`src/rtl/avalon_copy_pkg.sv`:
```
// Shared types and constants for the Avalon-MM copy master.
package avalon_copy_pkg;

   localparam int DATA_W_DEF = 32;
   localparam int ADDR_W_DEF = 10;
   localparam int LEN_W_DEF  = 11;
   localparam int BYTE_SHIFT = 2;

   typedef enum logic [2:0] {
      IDLE    = 3'd0,
      RD_REQ  = 3'd1,
      RD_WAIT = 3'd2,
      WR_REQ  = 3'd3,
      FINISH  = 3'd4
   } state_e;

endpackage

```
`src/rtl/avalon_copy_master.sv`:
```
// Avalon-MM master copying a block of words: one read, then its write, per word.
module avalon_copy_master
   import avalon_copy_pkg::*;
#(
   parameter int DATA_W = DATA_W_DEF,
   parameter int ADDR_W = ADDR_W_DEF,
   parameter int LEN_W  = LEN_W_DEF
)(
   input  logic                  clk,
   input  logic                  reset_n,
   input  logic                  start,
   input  logic [ADDR_W-1:0]     src_addr,
   input  logic [ADDR_W-1:0]     dst_addr,
   input  logic [LEN_W-1:0]      len,
   input  logic                  abort,
   output logic                  busy,
   output logic                  done,
   output logic                  aborted,
   output logic [ADDR_W+1:0]     m_address,
   output logic                  m_read,
   output logic                  m_write,
   output logic [DATA_W/8-1:0]   m_byteenable,
   output logic [DATA_W-1:0]     m_writedata,
   input  logic [DATA_W-1:0]     m_readdata,
   input  logic                  m_waitrequest,
   input  logic                  m_readdatavalid
);

   state_e              state_q, state_d;
   logic [ADDR_W-1:0]   src_q, dst_q;
   logic [LEN_W-1:0]    rem_q;
   logic [DATA_W-1:0]   wdata_q;
   logic                aborted_q;

   logic wr_acc;
   logic last_word;
   assign wr_acc    = (state_q == WR_REQ) && !m_waitrequest;
   assign last_word = (rem_q == LEN_W'(1));

   // Abort is only honoured at write acceptance, so a read in flight is always
   // completed and written back before stopping.
   always_comb begin
      state_d = state_q;
      case (state_q)
         IDLE:    if (start) state_d = (len == '0) ? FINISH : RD_REQ;
         RD_REQ:  if (!m_waitrequest) state_d = RD_WAIT;
         RD_WAIT: if (m_readdatavalid) state_d = WR_REQ;
         WR_REQ:  if (!m_waitrequest) state_d = (last_word || abort) ? FINISH : RD_REQ;
         FINISH:  state_d = IDLE;
         default: state_d = IDLE;
      endcase
   end

   always_ff @(posedge clk or negedge reset_n) begin
      if (!reset_n) begin
         state_q   <= IDLE;
         src_q     <= '0;
         dst_q     <= '0;
         rem_q     <= '0;
         wdata_q   <= '0;
         aborted_q <= 1'b0;
      end else begin
         state_q <= state_d;
         if (state_q == IDLE && start) begin
            src_q     <= src_addr;
            dst_q     <= dst_addr;
            rem_q     <= len;
            aborted_q <= 1'b0;
         end
         if (state_q == RD_WAIT && m_readdatavalid)
            wdata_q <= m_readdata;
         // Addresses wrap naturally at 2^ADDR_W.
         if (wr_acc) begin
            rem_q <= rem_q - LEN_W'(1);
            src_q <= src_q + ADDR_W'(1);
            dst_q <= dst_q + ADDR_W'(1);
            if (abort && !last_word) aborted_q <= 1'b1;
         end
      end
   end

   assign busy         = (state_q != IDLE);
   assign done         = (state_q == FINISH);
   assign aborted      = aborted_q;
   assign m_read       = (state_q == RD_REQ);
   assign m_write      = (state_q == WR_REQ);
   assign m_byteenable = m_write ? {(DATA_W/8){1'b1}} : '0;
   assign m_writedata  = wdata_q;

   always_comb begin
      m_address = '0;
      if (state_q == RD_REQ) m_address = {src_q, {BYTE_SHIFT{1'b0}}};
      if (state_q == WR_REQ) m_address = {dst_q, {BYTE_SHIFT{1'b0}}};
   end

endmodule

```
`config.mk`:
```
export PLATFORM = sky130hd
export DESIGN_NAME = avalon_copy_master
export DESIGN_NICKNAME = d
export VERILOG_FILES = /design/src/rtl/avalon_copy_pkg.sv /design/src/rtl/avalon_copy_master.sv
export SDC_FILE = /design/constraint.sdc
export NUM_CORES = 1
export LEC_CHECK = 0
export CAP_MARGIN = 10
export CORE_MARGIN = 2
export CORE_UTILIZATION = 31
export CTS_CLUSTER_DIAMETER = 50
export DETAILED_ROUTE_END_ITERATION = 12
export PLACE_DENSITY = 0.57
export SYNTH_ARGS = -nofsm -noshare
export SYNTH_HDL_FRONTEND = slang
export SYNTH_SLANG_ARGS = --single-unit
export TNS_END_PERCENT = 30
```
`constraint.sdc`:
```
create_clock -name clk -period 1.9 [get_ports clk]
set_input_delay 0.475 -clock clk [delete_from_list [all_inputs] [get_ports clk]]
set_output_delay 0.475 -clock clk [all_outputs]
set_load 0.005 [all_outputs]
```
==> impl_summary.log, run 1 <==
INFO  metric status = finished with violations
INFO  metric violations = negative setup slack
INFO  metric fmax = 0.4764 GHz
INFO  metric cellLeakagePower = 0.002323 uW
INFO  metric grt_antenna_before_repair = 0
INFO  metric layout.nets = 548
INFO  metric setup_repair_after_global_routing_missed_its_margin = true
INFO  metric timing.final.hold_violations = 0
INFO  metric yosys_warnings = 0
INFO  metric dieArea = 0.01162 mm2
INFO  metric post-place-cells = 571
INFO  metric first_pass_iters = 4
INFO  metric initial_utilization = 32.07%
INFO  metric cts_sinks = 67
INFO  metric gp_congestion = 0.8281
INFO  metric synthCells = 301
INFO  metric via_count = 3208
INFO  metric sequentialPowerShare = 31.8%
INFO  metric number_of_distinct_library_cells_after_synthesis = 59
INFO  metric crit_path_end_kind = register
INFO  metric crit_path_frequent_cell = buf_4
INFO  metric final_max_slew_viol_count = 0
INFO  metric cts.root.buffer_cell = clkbuf_8
INFO  metric ys_top_cells_by_area = dfrtp_1 50%, mux2_2 11%, nand2_1 3.7%
INFO  metric postSynth.topFlopCell = dfrtp_1
INFO  metric cts_tree = yes
INFO  metric combPwrFrac = 50.9%
INFO  metric insertion_delay = 0.34 ns
INFO  metric totalWireLength = 10720 um
INFO  metric clkPwrFrac = 17.3%
INFO  metric p_sw_share = 33.82%
INFO  metric viasPerCell = 5.208
INFO  metric setup.reg_to_reg.worst_slack = -0.20 ns
INFO  metric synthesis.area_per_instance = 11.10 um2
INFO  metric cpLargestDelayFamily = simple AND/OR/NAND/NOR gates
INFO  metric async_reset_ff_share = 100.0%
INFO  metric worstSetupStartpointType = register
INFO  metric num_rows = 37
INFO  metric internal-power = 5743 uW
INFO  metric setup-violations-final = 52
INFO  metric timing.critical_path.cells = buf_4 > buf_6 > buf_4 > or4b_4 > nand2_4 > o21ai_1 > a221o_1
INFO  metric power_density = 1566 mW/mm2
INFO  metric grt_pass1_wl = 15490 um
INFO  metric hold_class = input port to async pin
INFO  metric cts_htree_levels = 3
INFO  metric post_cts_hold_buffer_count = 0
INFO  metric io_buffer_count = 119
INFO  metric max-vdd-ir-drop = 0.5835 mV
INFO  metric report.power.total = 8679 uW
INFO  metric fin_worst_skew = 0.006688 ns
INFO  metric post-place-ws = -0.2664 ns
INFO  metric gr-max-usage-layer = met2
INFO  metric timing.critical_path.slowest_stage_cell = or4b_4
INFO  metric drive_gt1_share = 35.21%
INFO  metric grt_overflow_total = 0
INFO  metric tritoncts.num_buffers = 9
INFO  metric syn-cell-area = 0.003341 mm2
INFO  metric globalRouteTotalUtil = 17.06%
INFO  metric yosys.area.top_type_share = 50.19%
INFO  metric n_antenna_cell = 0
INFO  metric finalNonFillerCells = 616
INFO  metric detail_route.drc_violations = 0
INFO  metric final_core_util = 53.21%
INFO  metric maxCapViolations = 0
INFO  metric synth-edff-count = 0
INFO  metric area_growth = 65.92%
INFO  metric critical_path.max_fanout = 6
INFO  metric critPathArrivalTime = 2.32 ns
INFO  metric postRouteAntennaNets = 0
INFO  metric initial_drc_count = 174
INFO  metric synth_area_leader_cell = dfrtp_1
INFO  metric pin_count_of_the_biggest_net_entering_global_routing = 68
INFO  metric core_area = 0.01042 mm2
INFO  metric worst_path_setup_slack_after_routing = -0.1990 ns
INFO  metric criticalPathCategory = register to register
INFO  metric ys_seq_area_share = 50.19%
INFO  metric dp.final_hpwl = 6877 um
INFO  metric net-switching-power = 2935 uW
INFO  metric globalRouteMet3Util = 3.571%
INFO  metric route.detailed.wl_per_inst = 17.40 um
INFO  metric met1_usage = 23.07%
INFO  metric cp_slowest_stage_delay = 0.63 ns
INFO  metric min_period_over_period = 110.5%
INFO  metric ios = 122
INFO  metric path_buf_inv = 3
INFO  metric fp.dieW = 107.8 um
INFO  metric worst_ep_required_time = 2.12 ns
INFO  metric first_global_vias = 3063
INFO  metric cts-root-to-sink-buffers = 2
INFO  metric global_route.usage.met2 = 27.00%
INFO  metric die_height = 107.8 um
INFO  metric synth_seq_cells = 67
INFO  metric post_cts_clock_slew_at_the_launch_and_capture_registers_of_the_worst_setup_and_hold_paths = 0.08 ns
INFO  metric fin_crit = 2.099 ns
==> layout make-up <==
cell class	count	area (um2)
Timing Repair Buffer	187	1772
Sequential cell	67	1680
Fill cell	940	4873
Clock buffer	10	137.6
Inverter	3	11.26
Clock inverter	6	112.6
Multi-Input combinational cell	207	1659
Tap cell	136	170.2
==> power groups by stage <==
stage	clock [uW]	sequential [uW]	combinational [uW]
2_1_floorplan	0	2630	1830
3_3_place_gp	0	2700	3720
3_5_place_dp	0	2720	3780
4_1_cts	1530	2720	3980
5_1_grt	1610	2860	4790
6_report	1500	2760	4420
==> worst register-to-register path: stages, from the launching register on <==
cell and delay [ns]:
dfrtp_2 0.45, buf_4 0.15, buf_6 0.11, buf_4 0.13, or4b_4 0.63, nand2_4 0.15, o21ai_1 0.08, a221o_1 0.29
==> repair_timing <==
action | CTS | global route
hold endpoints to repair | 0 | 0
setup endpoints to repair | 18 | 71
resized for setup | 81 | 48
pin swaps | 12 | 20
cloned | 1 | 5
setup buffers | 12 | 12
==> cell usage in the layout (no fill, tap or decap), types with 8 or more instances in the layout <==
cell,Yosys,final
a22o_1,10,10
buf_2,11,13
buf_4,6,44
buf_6,2,16
clkbuf_8,0,10
clkdlybuf4s50_1,0,100
dfrtp_1,67,64
mux2_2,34,31
nand2_1,33,29
nand3_1,10,8
nor2_1,15,10
o211ai_1,12,12
==> layer usage <==
| metal | vias to the layer above | share of wire, % | wire length, um |
|---|---|---|---|
| met5 | - | 0 | 0 |
| met4 | 0 | 1.7 | 187 |
| met3 | 17 | 6.7 | 722 |
| met2 | 138 | 47 | 5059 |
| met1 | 1560 | 44 | 4752 |
| li1 | 1493 | - | - |
==> state kept, by name, summed over array words and instances, names as in the netlist <==
signal	flops
aborted	1
dst_q	10
m_writedata	32
rem_q	11
src_q	10
state_q	3
==> Yosys cell counts (all sizes together), types with 6 or more instances <==
library cell and count:
nor2 15, buf 19, nand4 6, nor3 6, dfrtp 67, a22o 10, clkbuf 6, o211ai 12
nand3 10, mux2 34, o311ai 8, o21ai 7, nand2 34
==> cell families after synthesis <==
group	Yosys count	share of synthesized area, %
fa+ha+maj	4	1.498
xor+xnor	1	0.2622
mux	36	12.06
buf+inv	28	4.681
compound gates	68	16.03
flops	67	50.19
simple gates	96	15.17
other cells	1	0.1123
==> through the flow <==
stage               instance area [um2]  hold WS (ns)  setup TNS, ns
floorplan                          3344        0.1794              0
global placement                   4895        0.4877         -9.184
detailed placement                 4895        0.4947         -9.924
CTS                                5266        0.1567         -1.471
global route                       5543        0.1682         -6.889
finish                             5543        0.1444         -3.888
==> final timing paths <==
check,start,to,depth (start not counted)
max in group asynchronous,reset_n,state_q[2],2
min in group clk,m_writedata[2],m_writedata[2],1
worst max-delay path,state_q[2],dst_q[4],7
worst min register to register,m_writedata[2],m_writedata[2],1
worst min-delay path,reset_n,m_writedata[26],2
worst max register to register,state_q[2],dst_q[4],7
Power figures use the tool's default switching activity.
==> inputs of run 2 (changes only) <==
--- a/config.mk
+++ b/config.mk
@@ -6,7 +6,6 @@
 export NUM_CORES = 1
 export LEC_CHECK = 0
 export CAP_MARGIN = 10
-export CORE_MARGIN = 2
 export CORE_UTILIZATION = 31
 export CTS_CLUSTER_DIAMETER = 50
 export DETAILED_ROUTE_END_ITERATION = 12
==> impl_summary.log, run 2 (synthesized netlist as in run 1, its figures left out) <==
INFO  metric dieArea = 0.01120 mm2 (-3.7%)
INFO  metric gp_congestion = 0.8495 (+2.6%)
INFO  metric finalNonFillerCells = 598 (-2.9%)
INFO  metric setup-violations-final = 12 (-77%)
INFO  metric fillers = 969 (+3.1%)
INFO  metric critPathArrivalTime = 1.62 ns (-0.70 ns)
INFO  metric num_rows = 37 (unchanged)
INFO  metric cts.root.buffer_cell = clkbuf_8
INFO  metric route.detailed.wl_per_inst = 15.65 um (-10%)
INFO  metric drive_gt1_share = 29.00% (-6.2 points)
INFO  metric setup_repair_after_global_routing_missed_its_margin = true
INFO  metric globalRouteTotalUtil = 17.02% (-0.041 points)
INFO  metric n_antenna_cell = 0 (unchanged)
INFO  metric cts-root-to-sink-buffers = 2 (unchanged)
INFO  metric worst_path_setup_slack_after_routing = -0.1926 ns (+0.006413 ns)
INFO  metric initial_utilization = 32.22% (+0.14 points)
INFO  metric post_cts_clock_slew_at_the_launch_and_capture_registers_of_the_worst_setup_and_hold_paths = 0.08 ns (about the same)
INFO  metric setup_total_negative_slack = -1.650 ns (+2.238 ns)
INFO  metric fp.dieW = 105.8 um (-1.9%)
INFO  metric io_buffer_count = 119 (unchanged)
INFO  metric max_slew.worst_pin.slew = 0.6193 ns
INFO  metric timing.critical_path.from = state_q[1]
INFO  metric final_core_util = 50.07% (-3.1 points)
INFO  metric grt_overflow_total = 0 (unchanged)
INFO  metric hold_class = input port to async pin
INFO  metric totalWireLength = 9360 um (-13%)
INFO  metric critical_path.max_fanout = 4 (-2)
INFO  metric area_growth = 55.43%
INFO  metric cts_tree = yes
INFO  metric violations = negative setup slack
INFO  metric fmax = 0.4779 GHz (+0.31%)
INFO  metric fin_crit = 2.093 ns (-0.006413 ns)
INFO  metric fin_worst_hold_slack = 0.1067 ns (-0.03771 ns)
INFO  metric sequentialPowerShare = 34.7% (+2.9 points)
INFO  metric criticalPathCategory = register to primary output
INFO  metric max-vdd-ir-drop = 0.5166 mV (-11%)
INFO  metric grt_pass1_wl = 14960 um (-3.4%)
INFO  metric first_pass_iters = 4 (unchanged)
INFO  metric detail_route.drc_violations = 0 (unchanged)
INFO  metric internal-power = 5129 uW (-11%)
INFO  metric pin_count_of_the_biggest_net_entering_global_routing = 48 (-29%)
INFO  metric power_density = 1507 mW/mm2 (-3.7%)
INFO  metric insertion_delay = 0.35 ns (about the same)
INFO  metric viasPerCell = 5.079 (-2.5%)
INFO  metric post_cts_hold_buffer_count = 0 (unchanged)
INFO  metric ios = 122 (unchanged)
INFO  metric grt_antenna_before_repair = 0 (unchanged)
INFO  metric first_global_vias = 3055 (-0.26%)
INFO  metric timing.max_slew.rel_slack = 58.72%
INFO  metric net-switching-power = 2697 uW (-8.1%)
INFO  metric tritoncts.num_buffers = 9 (unchanged)
INFO  metric maxCapViolations = 0 (unchanged)
INFO  metric fin_worst_skew = 0.01210 ns (+0.005408 ns)
INFO  metric postRouteAntennaNets = 0 (unchanged)
INFO  metric dp.final_hpwl = 6889 um (+0.17%)
INFO  metric p_sw_share = 34.46% (+0.64 points)
INFO  metric crit_path_end_kind = primary output
INFO  metric layout.nets = 530 (-3.3%)
INFO  metric via_count = 3037 (-5.3%)
INFO  metric mostFrequentLayoutCells = 100 x clkdlybuf4s50_1, 65 x dfrtp_1, 36 x buf_4, 34 x mux2_2, 31 x nand2_1
INFO  metric worst_ep_required_time = 1.42 ns (-0.70 ns)
INFO  metric core_area = 0.01037 mm2 (-0.44%)
INFO  metric largest_reg_flops = 32 (unchanged)
INFO  metric status = finished with violations
INFO  metric worstSetupStartpointType = register
INFO  metric cts_sinks = 67 (unchanged)
INFO  metric cts_htree_levels = 3 (unchanged)
INFO  metric clkPwrFrac = 15.2% (-2.1 points)
INFO  metric min_period_over_period = 110.1% (-0.34 points)
INFO  metric post-place-cells = 571 (unchanged)
INFO  metric die_height = 105.8 um (-1.9%)
INFO  metric initial_drc_count = 172 (-1.1%)
INFO  metric combPwrFrac = 50.2% (-0.7 points)
INFO  metric report.power.total = 7826 uW (-9.8%)
INFO  metric cellLeakagePower = 0.002129 uW (-8.3%)
INFO  metric layout_commonest_cell = clkdlybuf4s50_1
INFO  metric timing.final.hold_violations = 0 (unchanged)
INFO  metric final_max_slew_viol_count = 0 (unchanged)
INFO  metric rr_startpoint = state_q[1]
## run 2: power by group through the flow
| stage | sequential [uW] | clock, uW | combinational, uW |
|---|---|---|---|
| detailed placement | 2710 | 0 | 3800 |
| global route | 2830 | 1280 | 4260 |
| finish | 2710 | 1190 | 3930 |
| CTS | 2700 | 1220 | 3880 |
| global placement | 2690 | 0 | 3750 |
| floorplan | 2630 | 0 | 1830 |
## run 2: per-stage QoR
step / area [um2] / setup slack, ns
3_3_place_gp: 4907 / -0.2162
5_1_grt: 5192 / -0.2676
3_5_place_dp: 4907 / -0.2194
6_report: 5192 / -0.1926
4_1_cts: 5151 / -0.2049
2_1_floorplan: 3344 / 0.09518
## run 2: critical path: stages (launching register included)
cell and delay [ns]:
dfrtp_2 0.44, nor3b_4 0.30, buf_6 0.15, buf_6 0.10, a22o_1 0.16, buf_2 0.12
## run 2: final timing paths
check / end / slack (ns) / cells past startpoint
min in group clk: m_writedata[23] / 0.51 / 1
worst max register to register: src_q[3] / 0.02 / 5
worst min-delay path: m_writedata[20] / 0.11 / 2
max in group asynchronous: state_q[2] / 1.22 / 2
worst max-delay path: m_address[11] / -0.19 / 5
worst min register to register: m_writedata[23] / 0.51 / 1
## run 2: area by class of cell
type | instances | area [um2] | area share [%]
clock buffer | 10 | 127.6 | 2.458
clock inverter | 6 | 66.31 | 1.277
inverter | 3 | 11.26 | 0.2169
multi-input combinational | 207 | 1573 | 30.29
sequential | 67 | 1679 | 32.34
tap | 136 | 170.2 | 3.277
timing repair buffer | 169 | 1565 | 30.14
## run 2: layer usage
| metal | up-vias | routed length [um] | GRT usage, % | share of wire, % |
|---|---|---|---|---|
| met5 | - | 0 | 0 | 0 |
| met4 | 0 | 196 | 7.044 | 2.1 |
| met3 | 19 | 669 | 3.278 | 7.1 |
| met2 | 125 | 4325 | 27.73 | 46 |
| met1 | 1444 | 4169 | 22.07 | 45 |
| li1 | 1449 | - | - | - |
## run 2: repair_timing
action	in CTS	in global routing
gates resized for setup	87	11
endpoints found under the setup margin	18	19
pin swaps	10	9
cloned	1	0
setup buffers	9	1
==> inputs of run 3 (changes only) <==
--- a/config.mk
+++ b/config.mk
@@ -9,7 +9,6 @@
 export CORE_UTILIZATION = 31
 export CTS_CLUSTER_DIAMETER = 50
 export DETAILED_ROUTE_END_ITERATION = 12
-export PLACE_DENSITY = 0.57
 export SYNTH_ARGS = -nofsm -noshare
 export SYNTH_HDL_FRONTEND = slang
 export SYNTH_SLANG_ARGS = --single-unit
==> impl_summary.log, run 3 (synthesized netlist as in run 1, its figures left out) <==
INFO  metric mostFrequentLayoutCells = 100 x clkdlybuf4s50_1, 66 x dfrtp_1, 34 x mux2_2, 33 x nand2_1, 32 x buf_4
INFO  metric n_antenna_cell = 0 (unchanged)
INFO  metric timing.final.hold_violations = 0 (unchanged)
INFO  metric largest_reg_flops = 32 (unchanged)
INFO  metric setup_repair_after_global_routing_missed_its_margin = true
INFO  metric grt_antenna_before_repair = 0 (unchanged)
INFO  metric first_pass_iters = 4 (unchanged)
INFO  metric fp.dieW = 105.8 um (unchanged)
INFO  metric detail_route.drc_violations = 0 (unchanged)
INFO  metric setup-violations-final = 23 (+11)
INFO  metric path_buf_inv = 4 (+1)
INFO  metric worst_ep_required_time = 1.42 ns (about the same)
INFO  metric cts.root.buffer_cell = clkbuf_8
INFO  metric area_growth = 56.03%
INFO  metric status = finished with violations
INFO  metric worstSetupStartpointType = register
INFO  metric cts_htree_levels = 3 (unchanged)
INFO  metric final_core_util = 50.27% (+0.19 points)
INFO  metric power_density = 1515 mW/mm2 (+0.54%)
INFO  metric grt_overflow_total = 0 (unchanged)
INFO  metric ios = 122 (unchanged)
INFO  metric num_rows = 37 (unchanged)
INFO  metric crit_path_frequent_cell = buf_6
INFO  metric final_max_slew_viol_count = 0 (unchanged)
INFO  metric cts_sinks = 67 (unchanged)
INFO  metric tritoncts.num_buffers = 9 (unchanged)
INFO  metric postRouteAntennaNets = 0 (unchanged)
INFO  metric gr-max-usage-layer = met2
INFO  metric fmax = 0.4687 GHz (-1.9%)
INFO  metric fin_crit = 2.134 ns (+0.04104 ns)
INFO  metric timing.critical_path.cells = nor3b_4 > buf_6 > buf_6 > buf_6 > a22o_1 > buf_2
INFO  metric fin_worst_skew = 0.01077 ns (-0.001321 ns)
INFO  metric route.detailed.wl_per_inst = 15.84 um (+1.2%)
INFO  metric initial_drc_count = 137 (-20%)
INFO  metric min_period_over_period = 112.3% (+2.2 points)
INFO  metric first_global_vias = 3005 (-1.6%)
INFO  metric viasPerCell = 5.112 (+0.66%)
INFO  metric cpLargestDelayFamily = flip-flops
INFO  metric met1_usage = 23.42% (+1.3 points)
INFO  metric layout.nets = 529 (-0.19%)
INFO  metric core_area = 0.01037 mm2 (unchanged)
INFO  metric initial_utilization = 32.22% (unchanged)
INFO  metric drive_gt1_share = 28.63% (-0.37 points)
INFO  metric setup_total_negative_slack = -2.180 ns (-0.5307 ns)
INFO  metric insertion_delay = 0.34 ns (about the same)
INFO  metric post_cts_clock_slew_at_the_launch_and_capture_registers_of_the_worst_setup_and_hold_paths = 0.08 ns (about the same)
INFO  metric crit_path_end_kind = primary output
INFO  metric max-vdd-ir-drop = 0.5286 mV (+2.3%)
INFO  metric dieArea = 0.01120 mm2 (unchanged)
INFO  metric violations = negative setup slack
INFO  metric critical_path.max_fanout = 3 (-1)
INFO  metric gp_congestion = 0.8855 (+4.2%)
INFO  metric fin_worst_hold_slack = 0.1421 ns (+0.03538 ns)
INFO  metric layout_commonest_cell = clkdlybuf4s50_1
INFO  metric cp_slowest_stage_delay = 0.45 ns (about the same)
INFO  metric cts_tree = yes
INFO  metric io_buffer_count = 119 (unchanged)
INFO  metric report.power.total = 7899 uW (+0.92%)
INFO  metric maxCapViolations = 0 (unchanged)
INFO  metric grt_pass1_wl = 15220 um (+1.8%)
INFO  metric criticalPathCategory = register to primary output
INFO  metric die_height = 105.8 um (unchanged)
INFO  metric via_count = 3052 (+0.49%)
INFO  metric post_cts_hold_buffer_count = 0 (unchanged)
INFO  metric worst_path_setup_slack_after_routing = -0.2336 ns (-0.04104 ns)
INFO  metric critPathArrivalTime = 1.66 ns (+0.04 ns)
INFO  metric totalWireLength = 9457 um (+1.0%)
INFO  metric dp.final_hpwl = 6684 um (-3.0%)
INFO  metric hold_class = input port to async pin
INFO  metric globalRouteMet3Util = 3.834% (+0.56 points)
INFO  metric timing.critical_path.slowest_stage_cell = dfrtp_1
INFO  metric pin_count_of_the_biggest_net_entering_global_routing = 68 (+42%)
INFO  metric globalRouteTotalUtil = 17.39% (+0.37 points)
INFO  metric cellLeakagePower = 0.002140 uW (+0.50%)
INFO  metric cts-root-to-sink-buffers = 2 (unchanged)
INFO  metric global_route.usage.met2 = 26.75% (-0.98 points)
-- run 3: area by class of cell --
| class | count | area, um2 |
|---|---|---|
| multi-input cells | 207 | 1577 |
| inverters | 3 | 11.26 |
| clock buffers | 9 | 123.9 |
| repair buffers | 168 | 1584 |
| fillers | 941 | 5157 |
| flip-flops and latches | 67 | 1678 |
| well taps | 136 | 170.2 |
| clock inverters | 7 | 68.82 |
-- run 3: timing repair --
action / CTS / global route
gates resized for setup: 80 / 16
buffers inserted: 9 / 1
gates cloned: 1 / 0
endpoints found under the setup margin: 18 / 24
pin swaps: 13 / 16
-- run 3: worst paths after layout --
| kind | slack [ns] | startpoint | depth (start not counted) | to |
|---|---|---|---|---|
| max in group asynchronous | 1.46 | reset_n | 2 | aborted |
| hold reg to reg | 0.51 | m_writedata[31] | 1 | m_writedata[31] |
| setup reg to reg | -0.09 | state_q[1] | 7 | dst_q[4] |
| min in group clk | 0.51 | m_writedata[31] | 1 | m_writedata[31] |
| setup / recovery | -0.23 | state_q[2] | 6 | m_address[4] |
| hold / removal | 0.14 | reset_n | 2 | m_writedata[15] |
-- run 3: where the power goes --
part / leakage [uW] / internal [uW] / total [uW] / switching (uW)
Clock: 0.0000950 / 601 / 1190 / 588
Combinational: 0.00124 / 2420 / 3970 / 1550
Sequential: 0.000803 / 2140 / 2740 / 607
-- run 3: per-stage QoR --
step | setup slack [ns] | instance area [um2] | instances
after CTS | -0.2250 | 5177 | 596
after detailed placement | -0.2376 | 4900 | 570
after floorplan | 0.09518 | 3344 | 302
after global routing | -0.2916 | 5213 | 597
after global placement | -0.1785 | 4900 | 570
final | -0.2336 | 5213 | 597
-- run 3: per-layer routing --
layer	wire, um	share of wire, %
met1	4312	46
met2	4332	46
met3	581	6.1
met4	231	2.4
met5	0	0
